===== src/rtl/serial_nibble_adder_pkg.sv =====
// Shared types and constants for the serial nibble adder: FSM states,
// slice width and the nibble-counter width helper.
package serial_nibble_adder_pkg;

    typedef enum logic [1:0] {
        IDLE,
        RUN,
        DONE
    } state_t;

    localparam int NIBBLE_W = 4;

    // A single-nibble adder still needs a one-bit counter to hold index 0.
    function automatic int cnt_width(input int nibbles);
        return (nibbles <= 1) ? 1 : $clog2(nibbles);
    endfunction

endpackage


===== src/rtl/serial_nibble_adder_nibble_adder.sv =====
// Purely combinational 4-bit adder slice with carry-in and carry-out; the
// controller time-multiplexes operand nibbles onto a single instance.
module nibble_adder
    import serial_nibble_adder_pkg::*;
(
    input  logic [NIBBLE_W-1:0] x,
    input  logic [NIBBLE_W-1:0] y,
    input  logic                ci,
    output logic [NIBBLE_W-1:0] s,
    output logic                co
);

    assign {co, s} = {1'b0, x} + {1'b0, y} + {{NIBBLE_W{1'b0}}, ci};

endmodule


===== src/rtl/serial_nibble_adder.sv =====
// Start/busy/done controller that adds two 4*NIBBLES-bit operands one nibble
// per cycle, least-significant first, through one shared 4-bit slice.
module serial_nibble_adder
    import serial_nibble_adder_pkg::*;
#(
    parameter int NIBBLES = 4
) (
    input  logic                        clk,
    input  logic                        rst_n,
    input  logic                        start,
    input  logic [NIBBLE_W*NIBBLES-1:0] a,
    input  logic [NIBBLE_W*NIBBLES-1:0] b,
    input  logic                        cin,
    output logic                        busy,
    output logic                        done,
    output logic [NIBBLE_W*NIBBLES-1:0] sum,
    output logic                        cout
);

    localparam int              W    = NIBBLE_W * NIBBLES;
    localparam int              CW   = cnt_width(NIBBLES);
    localparam logic [CW-1:0]   LAST = CW'(NIBBLES - 1);

    state_t                state;
    logic [CW-1:0]         cnt;
    logic                  carry;
    logic [W-1:0]          a_q;
    logic [W-1:0]          b_q;
    logic [W-1:0]          res_q;
    logic [W-1:0]          res_next;
    logic [W-1:0]          a_sh;
    logic [W-1:0]          b_sh;
    logic [NIBBLE_W-1:0]   nib_s;
    logic                  nib_c;
    logic                  accept;

    // Requests are only honoured outside RUN; DONE accepts for back-to-back use.
    assign accept = start && (state != RUN);

    always_comb begin
        // NOTE: every combinational output gets a default first so no path
        // through this block can leave a value unassigned and infer a latch.
        a_sh     = a_q >> (NIBBLE_W * int'(cnt));
        b_sh     = b_q >> (NIBBLE_W * int'(cnt));
        res_next = res_q;
        res_next[NIBBLE_W*int'(cnt) +: NIBBLE_W] = nib_s;
    end

    nibble_adder u_slice (
        .x  (a_sh[NIBBLE_W-1:0]),
        .y  (b_sh[NIBBLE_W-1:0]),
        .ci (carry),
        .s  (nib_s),
        .co (nib_c)
    );

    // NOTE: state is updated with non-blocking assignments so every register
    // samples pre-edge values regardless of statement order in this block.
    always_ff @(posedge clk or negedge rst_n) begin
        if (!rst_n) begin
            // NOTE: the operand and result registers are plain flops, not a
            // RAM, so they are cleared here along with the control state.
            state <= IDLE;
            cnt   <= '0;
            carry <= 1'b0;
            a_q   <= '0;
            b_q   <= '0;
            res_q <= '0;
            busy  <= 1'b0;
            done  <= 1'b0;
            sum   <= '0;
            cout  <= 1'b0;
        end else begin
            done <= 1'b0;
            if (accept) begin
                state <= RUN;
                a_q   <= a;
                b_q   <= b;
                carry <= cin;
                cnt   <= '0;
                res_q <= '0;
                busy  <= 1'b1;
            end else begin
                case (state)
                    RUN: begin
                        res_q <= res_next;
                        carry <= nib_c;
                        cnt   <= cnt + 1'b1;
                        if (cnt == LAST) begin
                            state <= DONE;
                            busy  <= 1'b0;
                            done  <= 1'b1;
                            sum   <= res_next;
                            cout  <= nib_c;
                        end
                    end
                    DONE:    state <= IDLE;
                    default: state <= IDLE;
                endcase
            end
        end
    end

endmodule


===== config.mk =====
export PLATFORM = sky130hd
export DESIGN_NAME = serial_nibble_adder
export DESIGN_NICKNAME = d
export VERILOG_FILES = /design/src/rtl/serial_nibble_adder_pkg.sv /design/src/rtl/serial_nibble_adder_nibble_adder.sv /design/src/rtl/serial_nibble_adder.sv
export SDC_FILE = /design/constraint.sdc
export NUM_CORES = 1
export LEC_CHECK = 0
export CAP_MARGIN = 10
export CORE_ASPECT_RATIO = 0.8
export CORE_UTILIZATION = 50
export CTS_BUF_LIST = sky130_fd_sc_hd__clkbuf_16
export DETAILED_ROUTE_END_ITERATION = 16
export GPL_ROUTABILITY_DRIVEN = 0
export MAX_ROUTING_LAYER = met4
export PLACE_DENSITY_LB_ADDON = 0.08
export SYNTH_ARGS = -nofsm -noshare
export SYNTH_HDL_FRONTEND = slang
export SYNTH_SLANG_ARGS = --single-unit

===== constraint.sdc =====
create_clock -name clk -period 5.6 [get_ports clk]
set_input_delay 0.56 -clock clk [delete_from_list [all_inputs] [get_ports clk]]
set_output_delay 0.56 -clock clk [all_outputs]
set_load 0.05 [all_outputs]

* After elaboration in Yosys (flattened, before gate mapping)
Index checks and enable logic that the tools add are counted.
Storage, ports and cells: register bits 72, input bits 36, logic and storage cells 44
Cells by class: bitwise operators 1, reductions and logical operators 5, eq/ne operators 4, add/subtract/negate cells 4, shift operators 4, multiplexer cells 16
Operators with widths (count):
- $neg 4->33 | 1
- $shift 4x33->16 const A | 1
- $shiftx 4x33->16 | 1
- $mux 16 | 2
- $shr 16x4->4 | 2
- $bwmux 16 | 1
- $mux 2 | 5
- $mux 1 | 8
- $add 4x4->5 | 1
- $add 5x1->5 | 1
- $reduce_bool 2->1 | 2
- $ne 3x3->1 const B | 1
- $reduce_and 3->1 | 1
- $add 2x1->2 const B | 1
- $eq 2x1->1 const B | 1
- $eq 2x2->1 const B | 1
- $ne 2x1->1 const B | 1
- $reduce_and 2->1 | 1
- $logic_and 1x1->1 | 1
- $not 1->1 | 1

* Longest topological paths before layout
depth after elaboration 7, mapped depth 7, mapped depth without buffers 6

* By module
Synthesis repeated with hierarchy kept, for this count alone.
Unflattened totals: cells, all modules 258, area total of the unflattened synthesis 3487.1 um2
Modules (own cells, without submodules):
- serial_nibble_adder | seq. area each 1801.7 um2, area each 3343.2 um2, times used 1, cells each 242
- nibble_adder | seq. area each 0.0 um2, area each 143.9 um2, times used 1, cells each 16

* Least setup slack after synthesis
No wires, ideal clock.
path type reg2reg, from reg cnt[0], to reg res_q[10], required time 5479 ps, data arrival time 2595 ps, stages on the path, launching flop included 8, buffers on the path 1, path slack 2884 ps, path through dfrtp_1 -> buf_6 -> mux4_2 -> fa_1 -> fa_1 -> xor2_1 -> and2_1 -> a22o_1
Between the ends: longest elaborated chain between the ends 7, elaborated cells between the ends (all ways) 10, classes of those cells add/sub (3); shift (4); mux (3)
Ends and longest elaborated chain:
- from (decl) | RTL line serial_nibble_adder.sv:25 | logic [CW-1:0] cnt;
- from (signal assigned) | RTL line serial_nibble_adder.sv:88 | cnt <= cnt + 1'b1;
- $shr 16x4->4, on equally long branches | RTL line serial_nibble_adder.sv:43, serial_nibble_adder.sv:44
- $add 4x4->5 | RTL line serial_nibble_adder_nibble_adder.sv:13 | assign {co, s} = {1'b0, x} + {1'b0, y} + {{NIBBLE_W{1'b0}}, ci};
- $add 5x1->5 | RTL line serial_nibble_adder_nibble_adder.sv:13
- $shiftx 4x33->16 | RTL line serial_nibble_adder.sv:46 | res_next[NIBBLE_W*int'(cnt) +: NIBBLE_W] = nib_s;
- $bwmux 16 * | RTL line serial_nibble_adder.sv:46
- $mux 16 * | RTL line serial_nibble_adder.sv:84 | case (state)
- $mux 16 * | RTL line serial_nibble_adder.sv:75 | if (accept) begin
- to (signal assigned) | RTL line serial_nibble_adder.sv:86 | res_q <= res_next;
- to (decl) | RTL line serial_nibble_adder.sv:29 | logic [W-1:0] res_q;
Every way passes the cells marked *; elsewhere a longest branch is shown, timed or not. The select of a mux whose other input is x is not followed. A chain may end at the register's enable or synchronous reset.

* Final worst setup path
from reg cnt[0], to reg res_q[6]
The elaborated chain is that of the path after synthesis.

==> flow_summary.toml <==
[detailed_routing]
drc = 0
drt_iter0_drc = 98
drt_wl_total_mm = 6.697
vias = 2178
wl_met3_um = 379
routedWlPerCell_um = 17.53
wl_met2_mm = 2.945
drt_first_pass_iters = 4
viasPerCell = 5.702
wl_met1_mm = 3.290
top_layer_used = "met4"
antenna_left = 0

[synthesis]
synthTopCellsByCount = "dfrtp_1, mux2_2, nor2_1, a221oi_1, a32o_1"
synth_fp_nets = 290
synth_edf_count = 0
syn_inst = 243
ys_top_cells_by_area = "dfrtp_1, mux2_2, mux4_2"
ys.flop_type = "dfrtp_1"
netlist_area_um2 = 3271
yosysMostFrequentCell = "dfrtp_1"
ys_warn_count = 0
async_flop_share_pct = 100.0
synth.top_cell.area_share_pct = 55.09
ys_seq_elements = 72
ys_types = 32
yosysTopAreaCell = "dfrtp_1"
syn_area_per_cell_um2 = 13.46
yosysSeqAreaShare_pct = 55.09

[critical_path]
cp_max_fo = 15
required_ns = 5.85
startpoint_type = "flop"
crit_type = "reg -> reg"
r2r_setup_slack_ns = 2.31
cp-end-kind = "flop"
cp_data_arrival_time_ns = 3.54
r2r-end = "res_q[6]"
r2r_cells = 6
reg2reg_from = "cnt[0]"

[timing]
fmax_mhz = 304.1
finalCriticalPeriod_ns = 3.289
worstMarginPinSlew_ns = 1.024
fin_crit_sh_pct = 58.73
finalSetupViolCount = 0
skew_ns = 0.005976
rsz0062_at_grt = "no"
setup_tns_ns = 0
relSlewSlack_pct = 31.61
maxSlewViolCount = 0
hold_violations = 0

[die]
die_y_um = 74.34
ioPinCount = 55
initial_utilization_pct = 53.62
die-area_um2 = 6871
placementRows = 25
coreArea_um2 = 6100
die_x_um = 92.43

[cts]
ctsHoldBuffers = 0
cts_resized = 0
post_cts_buffers = 0
cts_tree = "done"
cts_buffers = 9
clock-sinks = 72
clk_pin_slew_ns = 0.05
clk_latency_ns = 0.32
clockBufferDepth = 2
root_buffer = "clkbuf_16"
cts.htree.levels = 3

[layout]
antenna_cells = 0
layout.nets = 343
drive_gt1_share_pct = 21.93
fin_cells = 382
area_growth_pct = 25.67
fill_cells = 497

[placement]
io_buffers = 54
placed_cells = 366
dpl.hpwl_mm = 4.490

[min_path]
hold_path_class = "in -> async"

[run]
maxCapViolations = 0

[global_route]
grt_pass1_vias = 2284
grt_max_degree = 73
antenna_found_initial = 0
grt_pass1_wl_mm = 11.38
grt_overflow = 0
grt_usage_pct = 22.82

[run_status]
outcome = "finished clean"
## state kept, by name (all words and copies together) (netlist names)
name   flops
a_q       16
b_q       16
busy       1
carry      1
cnt        2
cout       1
done       1
res_q     16
state      2
sum       16
## layer usage
metal	global-route usage [%]	up-vias
met3	5.930	10
met1	32.13	1087
met4	6.597	0
met5	-	-
li1	-	1010
met2	32.84	71
## worst max-delay path by stage
| stage | from | to | cells past startpoint | slack, ns |
|---|---|---|---|---|
| after floorplan | cnt[0] | res_q[10] | 7 | 2.88 |
| after global placement | cnt[0] | sum[6] | 6 | 2.40 |
| after detailed placement | cnt[0] | res_q[6] | 6 | 2.35 |
| after CTS | cnt[0] | res_q[6] | 6 | 2.31 |
| after global routing | cnt[0] | res_q[6] | 6 | 2.15 |
| final | cnt[0] | res_q[6] | 6 | 2.31 |
## through the flow
stage                     setup WS [ns]  hold slack, ns  cell area (µm²)  utilization, %
final                             2.311          0.4468             4110           67.38
after global routing              2.147          0.5097             4110           67.38
after CTS                         2.311          0.4852             4110           67.38
after detailed placement          2.346          0.4815             3852           63.16
after global placement            2.396          0.4747             3852           63.16
after floorplan                   2.884          0.2644             3271               -
## cells by family after synthesis
kind of cell / Yosys count / synth area share, %
AND/OR/NAND/NOR: 48 / 7.957
XOR/XNOR: 1 / 0.2678
AO/OA/AOI/OAI: 48 / 11.86
multiplexers: 41 / 16.87
flip-flops: 72 / 55.09
adder cells (fa/ha/maj): 11 / 4.667
buffers and inverters: 22 / 3.290
## cells in the final DEF (no fill, tap or decap), types with 2 or more instances in the layout
master           netlist  final
mux2_2                33     33
a32oi_1                4      4
a221oi_1              12     12
nor3_2                 2      2
inv_1                  8     11
nand2_1                5      5
o21ai_0                2      2
a32o_1                12     12
dfrtp_1               72     72
a21oi_1               10     10
ha_1                   9      9
clkbuf_16              0      9
fa_1                   2      2
a22o_1                 4      4
nor2b_1                3      2
mux4_2                 8      8
nor2_1                32     32
clkdlybuf4s50_1        0     53
buf_4                  3      2
a21o_2                 2      2
clkinv_2               0      2
## area by class of cell
| class | count | area [µm²] | area share (%) |
|---|---|---|---|
| well taps | 81 | 101.3 | 2.466 |
| clock buffers | 9 | 225.2 | 5.479 |
| flip-flops and latches | 72 | 1802 | 43.84 |
| clock inverters | 7 | 32.53 | 0.7915 |
| multi-input cells | 149 | 1369 | 33.30 |
| repair buffers | 56 | 550.5 | 13.39 |
| inverters | 8 | 30.03 | 0.7306 |
## critical path, cell delays in order, from the launching register on
cell and delay, ns:
dfrtp_1 0.87, mux4_2 0.62, fa_1 0.45, fa_1 0.41, xor2_1 0.43, and2_1 0.27
a22o_1 0.17
Power is left out: the tool's default activity adds up to more than one toggle a clock period on the data nets, which glitch-free logic cannot reach.
